==> src/rtl/ws2812_pkg.sv <==
// Shared WS2812 timing constants, framing-state encoding and a seconds-to-cycles helper
// used by the LED-string driver, the transmitter and the receiver.
package ws2812_pkg;

    localparam real T0H     = 0.4e-6;
    localparam real T1H     = 0.8e-6;
    localparam real T_BIT   = 1.25e-6;
    localparam real T_RESET = 50e-6;
    localparam real T_THR   = 0.55e-6;
    localparam real T_HMAX  = 5e-6;

    localparam int WORD_W = 24;

    typedef enum logic [4:0] {
        SYNC    = 5'b00001,
        READY   = 5'b00010,
        HIGH    = 5'b00100,
        LOW     = 5'b01000,
        FORWARD = 5'b10000
    } state_t;

    // ceil(t*f); the small tolerance keeps exact products such as 50us*48MHz from rounding up
    function automatic int cycles(input real t, input real f);
        real x;
        int  n;
        x = t * f;
        n = $rtoi(x);
        if (real'(n) < x - 1.0e-6) begin
            n = n + 1;
        end
        return n;
    endfunction

endpackage

==> src/rtl/ws2812_rx_phy.sv <==
// Line front end: 2-FF synchronizer, edge detect, high-time measurement and
// low-run counting; emits bit strobe/value, over-long-high flag and reset-gap strobe.
module ws2812_rx_phy
    import ws2812_pkg::*;
#(
    parameter int N_THR  = cycles(T_THR, 48.0e6),
    parameter int N_RST  = cycles(T_RESET, 48.0e6),
    parameter int N_HMAX = cycles(T_HMAX, 48.0e6),
    parameter int CNT_W  = $clog2(N_RST + 1)
) (
    input  logic clk,
    input  logic rst,
    input  logic din,
    output logic din_s,
    output logic rise,
    output logic bit_stb,
    output logic bit_val,
    output logic hi_long,
    output logic gap
);

    localparam logic [CNT_W-1:0] THR_C  = CNT_W'(N_THR);
    localparam logic [CNT_W-1:0] RST_C  = CNT_W'(N_RST);
    localparam logic [CNT_W-1:0] HMAX_C = CNT_W'(N_HMAX);

    logic             sync_p0;
    logic             din_p2;
    logic [CNT_W-1:0] hi_cnt;
    logic [CNT_W-1:0] low_cnt;

    // sync_p0 -> din_s is the synchronizer; din_p2 is the edge-detect reference
    always_ff @(posedge clk) begin
        if (rst) begin
            sync_p0 <= 1'b0;
            din_s   <= 1'b0;
            din_p2  <= 1'b0;
            hi_cnt  <= '0;
            low_cnt <= '0;
            gap     <= 1'b0;
        end else begin
            sync_p0 <= din;
            din_s   <= sync_p0;
            din_p2  <= din_s;
            gap     <= 1'b0;
            if (din_s) begin
                low_cnt <= '0;
                if (!din_p2) begin
                    hi_cnt <= CNT_W'(1);
                end else if (hi_cnt != '1) begin
                    hi_cnt <= hi_cnt + CNT_W'(1);
                end
            end else begin
                if (low_cnt != RST_C) begin
                    low_cnt <= low_cnt + CNT_W'(1);
                end
                // low_cnt saturates at N_RST, so this fires once per gap
                if (low_cnt == RST_C - CNT_W'(1)) begin
                    gap <= 1'b1;
                end
            end
        end
    end

    assign rise    = din_s & ~din_p2;
    assign bit_stb = ~din_s & din_p2;
    assign bit_val = (hi_cnt >= THR_C);
    assign hi_long = (hi_cnt >= HMAX_C);

endmodule

==> src/rtl/ws2812_rx.sv <==
// WS2812 pixel emulator: captures the first 24 bits after a reset gap into data,
// then regenerates the rest of the frame on dout for the next pixel in the chain.
module ws2812_rx
    import ws2812_pkg::*;
#(
    parameter real F_CLK       = 48.0e6,
    parameter real T_THR_S     = T_THR,
    parameter real T_RESET_S   = T_RESET,
    parameter real T_HMAX_S    = T_HMAX
) (
    input  logic              clk,
    input  logic              rst,
    input  logic              din,
    output logic              dout,
    output logic [WORD_W-1:0] data,
    output logic              valid,
    output logic              frame,
    output logic              err
);

    localparam int N_THR  = cycles(T_THR_S, F_CLK);
    localparam int N_RST  = cycles(T_RESET_S, F_CLK);
    localparam int N_HMAX = cycles(T_HMAX_S, F_CLK);
    localparam int CNT_W  = $clog2(N_RST + 1);
    localparam logic [4:0] LAST_BIT = 5'(WORD_W - 1);

    logic din_s;
    logic rise;
    logic bit_stb;
    logic bit_val;
    logic hi_long;
    logic gap;

    ws2812_rx_phy #(
        .N_THR  (N_THR),
        .N_RST  (N_RST),
        .N_HMAX (N_HMAX),
        .CNT_W  (CNT_W)
    ) u_phy (
        .clk     (clk),
        .rst     (rst),
        .din     (din),
        .din_s   (din_s),
        .rise    (rise),
        .bit_stb (bit_stb),
        .bit_val (bit_val),
        .hi_long (hi_long),
        .gap     (gap)
    );

    state_t            state;
    state_t            state_nxt;
    logic [4:0]        bit_cnt;
    logic [WORD_W-1:0] shreg;
    logic [WORD_W-1:0] word_nxt;
    logic              valid_nxt;
    logic              frame_nxt;
    logic              err_nxt;
    logic              dout_nxt;
    logic              shift;
    logic              clr;

    assign word_nxt = {shreg[WORD_W-2:0], bit_val};

    always_comb begin
        state_nxt = state;
        valid_nxt = 1'b0;
        frame_nxt = 1'b0;
        err_nxt   = 1'b0;
        dout_nxt  = 1'b0;
        shift     = 1'b0;
        clr       = 1'b0;
        unique case (state)
            SYNC: begin
                clr = 1'b1;
                if (gap) state_nxt = READY;
            end
            READY: begin
                clr = 1'b1;
                if (rise) state_nxt = HIGH;
            end
            HIGH: begin
                if (hi_long) begin
                    err_nxt   = 1'b1;
                    state_nxt = SYNC;
                end else if (bit_stb) begin
                    shift = 1'b1;
                    if (bit_cnt == LAST_BIT) begin
                        valid_nxt = 1'b1;
                        state_nxt = FORWARD;
                    end else begin
                        state_nxt = LOW;
                    end
                end
            end
            // gap is tested before rise so an edge coinciding with the gap is dropped
            LOW: begin
                if (gap) begin
                    err_nxt   = 1'b1;
                    clr       = 1'b1;
                    state_nxt = READY;
                end else if (rise) begin
                    state_nxt = HIGH;
                end
            end
            FORWARD: begin
                dout_nxt = din_s;
                if (gap) begin
                    frame_nxt = 1'b1;
                    state_nxt = READY;
                end
            end
            default: state_nxt = SYNC;
        endcase
    end

    always_ff @(posedge clk) begin
        if (rst) begin
            state   <= SYNC;
            bit_cnt <= '0;
            data    <= '0;
            valid   <= 1'b0;
            frame   <= 1'b0;
            err     <= 1'b0;
            dout    <= 1'b0;
        end else begin
            state <= state_nxt;
            valid <= valid_nxt;
            frame <= frame_nxt;
            err   <= err_nxt;
            dout  <= dout_nxt;
            if (clr) begin
                bit_cnt <= '0;
            end else if (shift) begin
                bit_cnt <= bit_cnt + 5'd1;
            end
            if (valid_nxt) begin
                data <= word_nxt;
            end
        end
    end

    // Shift register carries no reset: SYNC/READY clear it before any bit is accepted
    always_ff @(posedge clk) begin
        if (clr) begin
            shreg <= '0;
        end else if (shift) begin
            shreg <= word_nxt;
        end
    end

endmodule

==> config.mk <==
export PLATFORM = sky130hd
export DESIGN_NAME = ws2812_rx
export DESIGN_NICKNAME = d
export VERILOG_FILES = /design/src/rtl/ws2812_pkg.sv /design/src/rtl/ws2812_rx_phy.sv /design/src/rtl/ws2812_rx.sv
export SDC_FILE = /design/constraint.sdc
export NUM_CORES = 1
export LEC_CHECK = 0
export ABC_AREA = 1
export CAP_MARGIN = 20
export CORE_MARGIN = 4
export CORE_UTILIZATION = 58
export CTS_CLUSTER_SIZE = 8
export DETAILED_ROUTE_END_ITERATION = 10
export GPL_ROUTABILITY_DRIVEN = 1
export HOLD_SLACK_MARGIN = 0.1
export PLACE_DENSITY = 0.77
export SETUP_SLACK_MARGIN = 0.4
export SLEW_MARGIN = 25
export SYNTH_ARGS = -nofsm -noshare
export SYNTH_HDL_FRONTEND = slang
export SYNTH_SLANG_ARGS = --single-unit
==> constraint.sdc <==
create_clock -name clk -period 1.8 [get_ports clk]
set_input_delay 0.54 -clock clk [delete_from_list [all_inputs] [get_ports clk]]
set_output_delay 0.54 -clock clk [all_outputs]
set_load 0.01 [all_outputs]
==> results.yml, run 1 <==
global_route:
  grt_start_max_net_pins: 24
  grt_pass1_vias: 3594
  track_usage_pct: 24.4
  antenna_found_initial: 0
  grt-ovfl-total: 0
  grt_pass1_wl_mm: 16.8
worst_hold_path:
  hold_class: "flop to flop"
  hold_path_depth: 2
  min_to: "u_phy.din_s$_SDFF_PP0_"
  hold_start: "u_phy.sync_p0$_SDFF_PP0_"
route:
  num_vias: 4351
  drc: 0
  ant_nets: 0
  vias_per_cell: 6.25
  first_iter_violations: 410
  wl_per_cell_microns: 19.9
  firstDrtPassIters: 5
  wirelength_mm: 13.8
yosys:
  synth_area_leader_cell: "dfxtp_1"
  synth-seq-cells: 89
  synth_ff_type: "dfxtp_1"
  yosysUniqueCellTypes: 30
  netlist_top_cells_count: "nand2_1, dfxtp_1, nor2_1"
  ys_top_cells_by_area: "dfxtp_1, nand2_1, nor2_1, nand3_1, a21oi_1"
  yosys_warnings: 0
  syn-num-nets: 532
  yosysMostFrequentCell: "nand2_1"
  syn-instance-count: 524
  async_flop_share_pct: 0
  syn-mean-instance-area_sq_um: 7.58
  syn_area_sq_um: 3970
  synth-edff-count: 0
  yosysSeqAreaShare_pct: 44.8
  synth_top_cell_area_share_pct: 44.8
cts:
  cts_tree: "done"
  clk-insertion-delay-late_ns: 0.38
  cts.reportedPaths.clkPinSlew_ns: 0.11
  htree_levels: 3
  clock-root-buffer: "clkbuf_8"
  cts_buffer_depth: 2
  cts.sinks: 89
  cts_hold_buf: 0
  numCtsBuffers: 9
setup_path:
  slowest_stage: "dfxtp_2"
  worst-path-stages: 7
  critPathBufInv: 2
  crit_path_max_incr_delay_ns: 0.39
  critical-path-top-delay-family: "simple AND/OR/NAND/NOR gates"
  r2r-end: "data[11]$_SDFFE_PP0P_"
  crit_path_max_fanout: 7
  r2r_cells: 7
  crit_type: "flop to flop"
  ff2ff_setup_slack_ns: 0.18
  crit_chain: "ha_4, nand4_1, buf_6, nor2_4, buf_6, nand4_1, a21oi_2"
  end_kind: "flop"
  critical_path_arrival_ns: 1.91
  reg2reg_from: "bit_cnt[0]$_SDFFE_PP0P_"
  worstPathRequired_ns: 2.09
  cp-start-kind: "flop"
power_and_ir_drop:
  ir_drop_mv: 0.558
  p_leak_nw: 2.14
  p_per_area_nw_per_um2: 791
die:
  die_height_microns: 90.8
  die-area_sq_um: 8240
  num_rows: 29
  ios: 31
  start_util_pct: 61.2
  die_w_microns: 90.8
  design.core.area_sq_um: 6490
timing:
  slew-limit-headroom_pct: 77.8
  rsz0062_at_grt: "yes"
  hold_viol: 0
  setup_violations: 0
  finClkSkew_ns: 0.0243
  post-route-period-util_pct: 89.8
  final-max-slew-violation-count: 0
  fin_hold_ws_ns: 0.397
  period_needed_ns: 1.62
  max_freq_mhz: 619
  tightest_slew_ns: 0.331
  setup_tns_ns: 0
finish:
  drive_gt1_share_pct: 50.4
  diodes: 0
  nNetsFinal: 622
  syn_to_final_growth_pct: 42.3
job:
  maxCapViolCount: 0
status:
  outcome: "complete, no violations"
placed_design:
  place.port_buffers: 30
  dp_hpwl_mm: 5.98
  place_congestion: 0.958
## state kept, by name (all words and copies together), names as in the netlist
| register | count |
|---|---|
| u_phy.din_s | 1 |
| u_phy.gap | 1 |
| u_phy.din_p2 | 1 |
| u_phy.low_cnt | 12 |
| u_phy.hi_cnt | 12 |
| u_phy.sync_p0 | 1 |
| state | 5 |
| bit_cnt | 5 |
| shreg | 23 |
| valid | 1 |
| dout | 1 |
| err | 1 |
| frame | 1 |
| data | 24 |
## metal layers
metal	track usage [%]	vias up	part of all wire (%)
li1	-	1911	-
met1	30.1	2014	36
met2	41.8	312	49
met3	5.33	114	8.5
met4	8.42	0	7.2
met5	0	-	0
## tightest hold or removal path, cell delays in order, from the launching register on
cell and delay (ns):
dfxtp_1 0.30, inv_1 0.04, nor2_1 0.03
## power breakdown
group / total [mW] / internal, mW / switching (mW)
Combinational: 0.871 / 0.286 / 0.584
Clock: 1.55 / 0.782 / 0.765
Sequential: 2.06 / 2.00 / 0.0502
Total: 4.47 / 3.07 / 1.40
## cell usage in the layout (no fill, tap or decap), types with 3 or more instances in the layout
cell,synthesis,final
nor3_1,12,10
a21oi_2,20,34
buf_2,10,25
nand2_2,21,46
a21oi_1,36,22
buf_12,2,3
clkbuf_8,0,9
nand2_4,0,26
buf_6,1,19
o21ai_0,21,16
xor2_1,5,5
o21ai_1,0,4
nand2_1,114,63
buf_4,1,43
nand3_2,1,10
ha_4,0,3
nand4_1,24,24
nand3_1,40,28
nor2_1,54,38
dfxtp_2,0,39
nand3_4,1,5
inv_1,45,42
dfxtp_1,89,43
or2_4,0,3
dfxtp_4,0,7
nor2_2,2,12
nor2_4,3,9
## area by class of cell
| cell class | instances | area, sq um |
|---|---|---|
| Fill cell | 287 | 841 |
| Tap cell | 77 | 96.3 |
| Timing Repair Buffer | 95 | 822 |
| Sequential cell | 89 | 1860 |
| Inverter | 47 | 199 |
| Clock buffer | 11 | 131 |
| Timing Repair inverter | 2 | 46.3 |
| Clock inverter | 5 | 80.1 |
| Multi-Input combinational cell | 370 | 2420 |
## kinds of logic after synthesis
family,Yosys count,share of synthesized area (%)
simple gates,279,32.5
flops,89,44.8
compound gates,79,12.0
buf+inv,66,7.78
xor+xnor,6,1.32
fa+ha+maj,5,1.57
## worst max-delay path by stage
stage | start | end | slack, ns
floorplan | bit_cnt[1]$_SDFFE_PP0P_ | data[11]$_SDFFE_PP0P_ | 0.41
global placement | rst | data[20]$_SDFFE_PP0P_ | 0.06
detailed placement | u_phy.hi_cnt[4]$_SDFFE_PP0P_ | data[2]$_SDFFE_PP0P_ | -0.03
CTS | state[1]$_SDFFE_PP0P_ | data[20]$_SDFFE_PP0P_ | 0.37
global route | u_phy.hi_cnt[8]$_SDFFE_PP0P_ | data[20]$_SDFFE_PP0P_ | 0.12
finish | bit_cnt[0]$_SDFFE_PP0P_ | data[11]$_SDFFE_PP0P_ | 0.18
## repair_timing
action | CTS | global route
setup endpoints to repair | 100 | 85
buffers inserted | 23 | 20
resized for setup | 189 | 158
pin swaps | 15 | 47
endpoints found under the hold margin | 0 | 0
gates cloned | 4 | 4
## stage by stage
| step | instances | utilization, % | setup WS [ns] | instance area (sq um) | total power, mW |
|---|---|---|---|---|---|
| CTS | 672 | 75.5 | 0.371 | 4910 | 4.24 |
| global placement | 629 | 67.8 | 0.0603 | 4400 | 2.71 |
| detailed placement | 629 | 67.8 | -0.0267 | 4400 | 2.73 |
| floorplan | 524 | - | 0.408 | 3990 | 2.53 |
| finish | 696 | 87.1 | 0.184 | 5650 | 4.47 |
| global route | 696 | 87.1 | 0.116 | 5650 | 4.60 |
(Power assumes the default switching activity.)
==> run 2, diff against run 1 <==
--- a/config.mk
+++ b/config.mk
@@ -8,12 +8,12 @@
 export ABC_AREA = 1
 export CAP_MARGIN = 20
 export CORE_MARGIN = 4
-export CORE_UTILIZATION = 58
+export CORE_UTILIZATION = 35
 export CTS_CLUSTER_SIZE = 8
 export DETAILED_ROUTE_END_ITERATION = 10
 export GPL_ROUTABILITY_DRIVEN = 1
 export HOLD_SLACK_MARGIN = 0.1
-export PLACE_DENSITY = 0.77
+export PLACE_DENSITY = 0.5
 export SETUP_SLACK_MARGIN = 0.4
 export SLEW_MARGIN = 25
 export SYNTH_ARGS = -nofsm -noshare
==> run 2 against run 1 <==
Effect of this change: wire length decreased by 29%; cell count is 7.3% higher; critical endpoint is now bit_cnt[2]$_SDFFE_PP0P_; critical path depth rose by 2; core utilization fell by 39 points; sequential cell count did not move; maximum frequency grew 9.7%; clock-buffer cell count is 2 lower; worst setup slack better by 0.14 ns; via count decreased by 16%; non-clock buffer count is 11 lower; clock power rose by 35%; worst hold slack better by 0.0027 ns.
==> results.yml, run 2 (same netlist as run 1, synthesis figures left out) <==
power_and_ir_drop:
  p_per_area_nw_per_um2: 931
  p_leak_nw: 1.99
  ir_drop_mv: 0.518
  p_total_mw: 4.95
setup_path:
  crit_chain: "nor2_2, nand2_2, nor2_4, buf_6, nand3_4, buf_12, buf_12, nand2_1, a21oi_2"
  cp-start-kind: "flop"
  slowest_stage: "dfxtp_2"
  crit_path_frequent_cell: "buf_12"
  crit_start: "u_phy.hi_cnt[10]$_SDFFE_PP0P_"
  crit_path_max_incr_delay_ns: 0.33
  reg2reg_from: "u_phy.hi_cnt[10]$_SDFFE_PP0P_"
  end_kind: "flop"
  worstPathRequired_ns: 2.01
  crit_path_max_fanout: 13
  crit_type: "flop to flop"
  critical_path_arrival_ns: 1.69
finish:
  largest_register_ff_count: 24
  fin_area_sq_um: 5310
  drive_gt1_share_pct: 35.7
  syn_to_final_growth_pct: 33.7
  diodes: 0
  multi_input_comb_area_sq_um: 2110
  nNetsFinal: 611
  nFillCells: 1088
  final_cell_mix: "nand2_1, dfxtp_1, nor2_1, inv_1, buf_4"
  final_common_cell: "nand2_1"
  fin_cells: 747
  top_regs: "data (24), shreg (23)"
  regMostFlops: "data"
  seqCellArea_sq_um: 1810
cts:
  numCtsBuffers: 9
  cts_tree: "done"
  cts.sinks: 89
  htree_levels: 3
  cts.reportedPaths.clkPinSlew_ns: 0.06
  clock-root-buffer: "clkbuf_16"
  clk-insertion-delay-late_ns: 0.33
  cts_buffer_depth: 2
timing:
  final-max-slew-violation-count: 0
  post-route-period-util_pct: 81.8
  finClkSkew_ns: 0.00442
  period_needed_ns: 1.47
  slew-limit-headroom_pct: 76.2
  fin_hold_ws_ns: 0.400
  rsz0062_at_grt: "yes"
  tightest_slew_ns: 0.354
  hold_viol: 0
  setup_violations: 0
  max_freq_mhz: 679
global_route:
  grt_start_max_net_pins: 24
  antenna_found_initial: 0
  grt-ovfl-total: 0
  grt_pass1_wl_mm: 16.5
  track_usage_pct: 15.3
  grt_pass1_vias: 3484
placed_design:
  place_area_sq_um: 4520
  place_congestion: 0.827
  dp_hpwl_mm: 6.33
  place_inst: 698
  place.port_buffers: 30
die:
  design.core.area_sq_um: 11000
  start_util_pct: 36.2
  die_w_microns: 115
  die-area_sq_um: 13100
  ios: 31
  num_rows: 38
  die_height_microns: 115
route:
  wirelength_mm: 9.80
  vias_per_cell: 4.89
  ant_nets: 0
  wl_met1_mm: 4.56
  wl_per_cell_microns: 13.1
  firstDrtPassIters: 4
  detailroute.wirelength.met3_microns: 372
  num_vias: 3652
  wl_met2_mm: 4.71
  top_layer: "met4"
  first_iter_violations: 151
  drc: 0
worst_hold_path:
  hold_class: "flop to flop"
  hold_start: "u_phy.sync_p0$_SDFF_PP0_"
job:
  maxCapViolCount: 0
status:
  outcome: "complete, no violations"
## run 2: cell types whose count changed in the layout (fill, tap and decap cells not counted), sizes merged
cell,before,now
bufinv,2,3
clkinvlp,2,1
clkinv,4,3
dlygate4sd2,0,1
buf,91,82
inv,46,48
clkbuf,13,9
dlymetal6s2s,1,0
## run 2: metrics by stage
step                      setup slack, ns  util [%]  setup TNS [ns]
after global placement            -0.0520      41.2          -0.684
after detailed placement          -0.0511      41.2          -0.749
after CTS                           0.337      45.8               0
after floorplan                     0.408         -               0
after global routing                0.242      48.4               0
final                               0.327      48.4               0
## run 2: final timing paths
| kind | to | slack (ns) | cells past startpoint |
|---|---|---|---|
| worst min register to register | u_phy.din_s$_SDFF_PP0_ | 0.40 | 2 |
| worst max-delay path | bit_cnt[2]$_SDFFE_PP0P_ | 0.33 | 9 |
| worst max register to register | bit_cnt[2]$_SDFFE_PP0P_ | 0.33 | 9 |
| worst min-delay path | u_phy.din_s$_SDFF_PP0_ | 0.40 | 2 |
## run 2: layout make-up
cell class / instances / area share (%)
clock inverters: 6 / 2.03
repair inverters: 2 / 0.377
flip-flops and latches: 89 / 34.1
clock buffers: 9 / 4.24
well taps: 140 / 3.30
repair buffers: 84 / 12.6
multi-input cells: 370 / 39.8
inverters: 47 / 3.58
## run 2: power breakdown
part | switching, mW | internal, mW | total [mW]
logic | 0.497 | 0.302 | 0.798
clock network | 0.750 | 1.34 | 2.09
registers | 0.0467 | 2.01 | 2.05
total | 1.29 | 3.65 | 4.95
## run 2: critical path: cells and delay by family, from the launching register on
family / cells / cell delay [ns]
flops: 1 / 0.33
simple gates: 5 / 0.54
buf+inv: 3 / 0.43
compound gates: 1 / 0.06
## run 2: repair_timing
item,4_1_cts,5_1_grt
gates cloned,5,1
hold buffers,0,0
setup buffers,13,15
setup endpoints to repair,107,75
gates resized for setup,155,56
pin swaps,18,29
## run 2: routing by layer
metal  vias to the layer above  GRT usage, %
met5                         -             0
met2                        70          25.9
met4                         0          5.23
met1                      1686          20.0
li1                       1881             -
met3                        15          2.01
==> run 3, diff against run 2 <==
==> constraint.sdc (replaced) <==
create_clock -name clk -period 1.4 [get_ports clk]
set_input_delay 0.42 -clock clk [delete_from_list [all_inputs] [get_ports clk]]
set_output_delay 0.42 -clock clk [all_outputs]
set_load 0.01 [all_outputs]
==> run 3 against run 2 <==
Effect of this change: the flow now finishes with violations (negative setup slack); power grew 26%; register-to-register slack lost 0.39 ns; maximum frequency grew 0.59%; die area is the same; sequential cell count is the same; wire length grew 6.8%; largest power group is now registers.
==> results.yml, run 3 (same netlist as run 1, synthesis figures left out) <==
finish:
  regMostFlops: "data"
  nFillCells: 1009
  final_cell_mix: "nand2_1, buf_4, dfxtp_2, buf_6"
  syn_to_final_growth_pct: 56.9
  seqCellArea_sq_um: 1870
  fin_area_sq_um: 6240
  multi_input_comb_area_sq_um: 2490
  drive_gt1_share_pct: 55.2
  top_regs: "data (24), shreg (23)"
  final_common_cell: "nand2_1"
  nNetsFinal: 643
  largest_register_ff_count: 24
  finish.utilization_pct: 56.8
  diodes: 0
route:
  wirelength_mm: 10.5
  wl_per_cell_microns: 13.4
  vias_per_cell: 4.91
  firstDrtPassIters: 4
  drc: 0
  first_iter_violations: 224
  ant_nets: 0
  num_vias: 3833
setup_path:
  cp-start-kind: "flop"
  critical-path-top-delay-family: "buffers and inverters"
  crit_type: "flop to flop"
  critPathBufInv: 2
  end_kind: "flop"
  slowest_stage: "dfxtp_2"
  crit_path_max_incr_delay_ns: 0.35
  worstPathRequired_ns: 1.67
  critical_path_arrival_ns: 1.74
  crit_path_max_fanout: 10
  crit_chain: "ha_4, nand4_1, buf_4, nor2_4, clkbuf_16, nand3_1, o21ai_0"
global_route:
  grt-ovfl-total: 0
  grt.met1_usage_pct: 18.2
  grt_pass1_vias: 3669
  track_usage_pct: 15.8
  grt_util_met2_pct: 28.1
  antenna_found_initial: 0
  grt_pass1_wl_mm: 16.7
  grt_busiest_layer: "met2"
  grt_start_max_net_pins: 24
  use_met3_pct: 2.96
cts:
  cts.sinks: 89
  htree_levels: 3
  clk-insertion-delay-late_ns: 0.35
  numCtsBuffers: 9
  cts_tree: "done"
  cts.reportedPaths.clkPinSlew_ns: 0.06
  cts_buffer_depth: 2
  cts_hold_buf: 0
  clock-root-buffer: "clkbuf_16"
timing:
  setup_tns_ns: -1.16
  final-max-slew-violation-count: 0
  rsz0062_at_grt: "yes"
  hold_viol: 0
  post-route-period-util_pct: 105
  tightest_slew_ns: 0.281
  slew-limit-headroom_pct: 81.2
  setup_violations: 49
  worst_slack_ns: -0.0642
  period_needed_ns: 1.46
  max_freq_mhz: 683
  finClkSkew_ns: 0.00654
power_and_ir_drop:
  p_leak_nw: 2.38
  ir_drop_mv: 0.750
  p_total_mw: 6.22
  p_per_area_nw_per_um2: 997
job:
  maxCapViolCount: 0
status:
  violations: "negative setup slack"
  outcome: "finished with violations"
worst_hold_path:
  hold_class: "flop to flop"
placed_design:
  place_area_sq_um: 4970
  dp_slack_ns: -0.342
  dp_hpwl_mm: 6.87
  place_congestion: 0.813
  place.port_buffers: 30
die:
  ios: 31
  die_height_microns: 115
  die_w_microns: 115
  num_rows: 38
  design.core.area_sq_um: 11000
  die-area_sq_um: 13100
  start_util_pct: 36.2
-- run 3: cell count changes in the layout (fill, tap and decap cells not counted), moves of 11 or more --
cell,previous run,this run
buf_4,39,58
nor2_1,44,33
nand2_1,101,89
o21ai_0,16,5
a21oi_2,22,34
a21oi_1,34,22
dfxtp_1,70,34
buf_2,28,1
buf_6,10,46
dfxtp_2,17,49
-- run 3: tightest hold or removal path: cells and delay by family, from the launching register on --
family                 cells  cell delay [ns]
flip-flops                 1             0.30
AND/OR/NAND/NOR            1             0.03
buffers and inverters      1             0.04
-- run 3: worst paths after layout --
| path | startpoint | to | slack [ns] | depth (start not counted) |
|---|---|---|---|---|
| min reg2reg | u_phy.sync_p0$_SDFF_PP0_ | u_phy.din_s$_SDFF_PP0_ | 0.39 | 2 |
| min | u_phy.sync_p0$_SDFF_PP0_ | u_phy.din_s$_SDFF_PP0_ | 0.39 | 2 |
| max reg2reg | bit_cnt[1]$_SDFFE_PP0P_ | data[8]$_SDFFE_PP0P_ | -0.06 | 7 |
| max | bit_cnt[1]$_SDFFE_PP0P_ | data[8]$_SDFFE_PP0P_ | -0.06 | 7 |
-- run 3: layout make-up --
class,instances,area share [%]
repair buffers,118,19.2
flip-flops and latches,89,29.9
multi-input cells,370,39.9
inverters,47,3.25
well taps,140,2.81
clock inverters,4,0.803
clock buffers,12,4.11
-- run 3: metal layers --
layer | vias to the layer above | part of all wire, %
met5 | - | 0
met4 | 0 | 2.2
met3 | 17 | 2.3
met2 | 35 | 53
met1 | 1832 | 43
li1 | 1949 | -
-- run 3: per-stage QoR --
| stage | instances | hold slack, ns |
|---|---|---|
| 6_report | 780 | 0.390 |
| 5_1_grt | 780 | 0.429 |
| 4_1_cts | 763 | 0.390 |
| 3_5_place_dp | 729 | 0.395 |
| 3_3_place_gp | 729 | 0.391 |
| 2_1_floorplan | 524 | 0.388 |
-- run 3: power by group --
part           switching, mW  internal (mW)
clock network           1.01           1.48
registers             0.0550           2.58
logic                  0.680          0.404
-- run 3: timing repair --
item	CTS	global route
endpoints found under the setup margin	117	114
gates resized for setup	251	105
cloned	0	3
pin swaps	36	37
buffers inserted	18	14
==> RTL change: new RTL, flow settings as in run 1 <==
Encoding of `state_t`: now Gray code (3 bits for 5 states).
--- a/src/rtl/ws2812_pkg.sv
+++ b/src/rtl/ws2812_pkg.sv
@@ -12,10 +12,10 @@
     localparam int WORD_W = 24;
 
-    typedef enum logic [4:0] {
-        SYNC    = 5'b00001,
-        READY   = 5'b00010,
-        HIGH    = 5'b00100,
-        LOW     = 5'b01000,
-        FORWARD = 5'b10000
+    typedef enum logic [2:0] {
+        SYNC    = 3'b000,
+        READY   = 3'b001,
+        HIGH    = 3'b011,
+        LOW     = 3'b010,
+        FORWARD = 3'b110
     } state_t;
 
Check against the original RTL: no difference found for any inputs over 10 cycles, from zero or initial values and one cycle with rst high; not proved beyond that.
==> RTL change against run 1 <==
  * Sequential share of layout area up 3.4 points
  * Non-clock buffer count decreased by 11
  * Wire length down 28%
  * Die area decreased by 6.2%
  * Design area shrank 12%
  * Sequential cell count fell by 2
  * Setup slack better by 0.10 ns
  * Global-route usage is essentially flat
  * Count of clock-buffer cells in the layout down 2
  * Core utilization fell by 4.6 points
  * Area after synthesis fell by 6.8%
  * Via count is 15% lower
  * Synthesized cell count down 2.3%
  * Largest cell class unchanged
Power is not compared: it rests on default switching activity, and its combinational part moved more than twofold at a synthesized area within 25%.
==> RTL change: results (changes against run 1) <==
Worst setup path
  • Max incr delay on CP: 0.34 ns (-0.05 ns)
  • Crit path launch: u_phy.hi_cnt[8]$_SDFFE_PP0P_
  • Reg-to-Reg End: data[7]$_SDFFE_PP0P_
  • Reg2Reg Setup Slack: 0.29 ns (+0.10 ns)

Routing
  • Drt initial violations: 192 (-53%)
  • Metal3 WL: 584 um (-50%)
  • DR WL met2: 5020 um (-26%)
  • WL/cell: 14.8 um (-25%)
  • DRT met1 WL: 3960 um (-20%)
  • Via count: 3677 (-15%)

STA
  • Hold Worst Slack: 0.413 ns (+0.0164 ns)
  • Worst-Margin Slew: 0.336 ns (+0.00491 ns)
  • Post-Route Skew: 0.0117 ns (-0.0127 ns)

Global routing
  • Largest net degree at the start of global routing: 31 (+29%)
  • Total track usage: 24.4% (about the same)
  • Routing usage on met3: 5.08% (-0.25 points)
  • Met1 GRT Util: 29.5% (-0.61 points)
  • First-pass GRT wire length: 14900 um (-11%)

Synth
  • Ranking of synthesized cells by area: dfxtp_1 47%, nand2_1 16%, nand3_1 7.2%, a21oi_1 6.6%, inv_1 4.9%
  • Commonest cells post-synth: 157 x nand2_1, 87 x dfxtp_1, 53 x nand3_1
  • Xor and xnor area share after synthesis: 0.709% (-0.61 points)
  • Synth Area in Compound Gates: 9.83% (-2.1 points)
  • Adder-Cell Fraction of Synth Area: 1.69% (+0.11 points)
  • Sequential area share after synthesis: 47.0% (+2.2 points)

Layout
  • Nets@finish: 602 (-3.2%)
  • FILL cells: 366 (+28%)
  • Register area: 1810 sq um (-2.4%)
  • Area of the multi-input gates: 1940 sq um (-20%)

Place
  • Post-DP HPWL: 5190 um (-13%)
  • Dpl cells: 614 (-2.4%)
  • Cell Area, Placed: 4130 sq um (-6.1%)

Run status
  • Outcome: finished clean
-- RTL change: changes by cell type after synthesis, moves of 12 or more --
cell            run 1  this run
nand4_1            24         4
nand2_2            21         3
nor2_1             54        42
a21oi_1            36        49
nand2_1           114       157
a21oi_2            20         0
nand3_1            40        53
-- RTL change: cells by family (layout without fill, tap and decap cells) --
logic type               count (synthesis)  in the layout
AND/OR/NAND/NOR                        278            280
XOR/XNOR                                 3              3
buffers and inverters                   68            153
AO/OA/AOI/OAI                           71             71
adder cells (fa/ha/maj)                  5              5
flip-flops                              87             87
-- RTL change: stage by stage --
step / utilization (%) / worst slack [ns]
CTS: 76.4 / 0.356
finish: 82.4 / 0.285
global placement: 68.2 / 0.0850
global route: 82.4 / 0.208
floorplan: - / 0.416
detailed placement: 68.2 / 0.0687
-- RTL change: critical path, delay by kind of cell (launching register included) --
kind	cells	cell delay (ns)
buffers and inverters	2	0.24
AND/OR/NAND/NOR	8	0.86
flip-flops	1	0.34
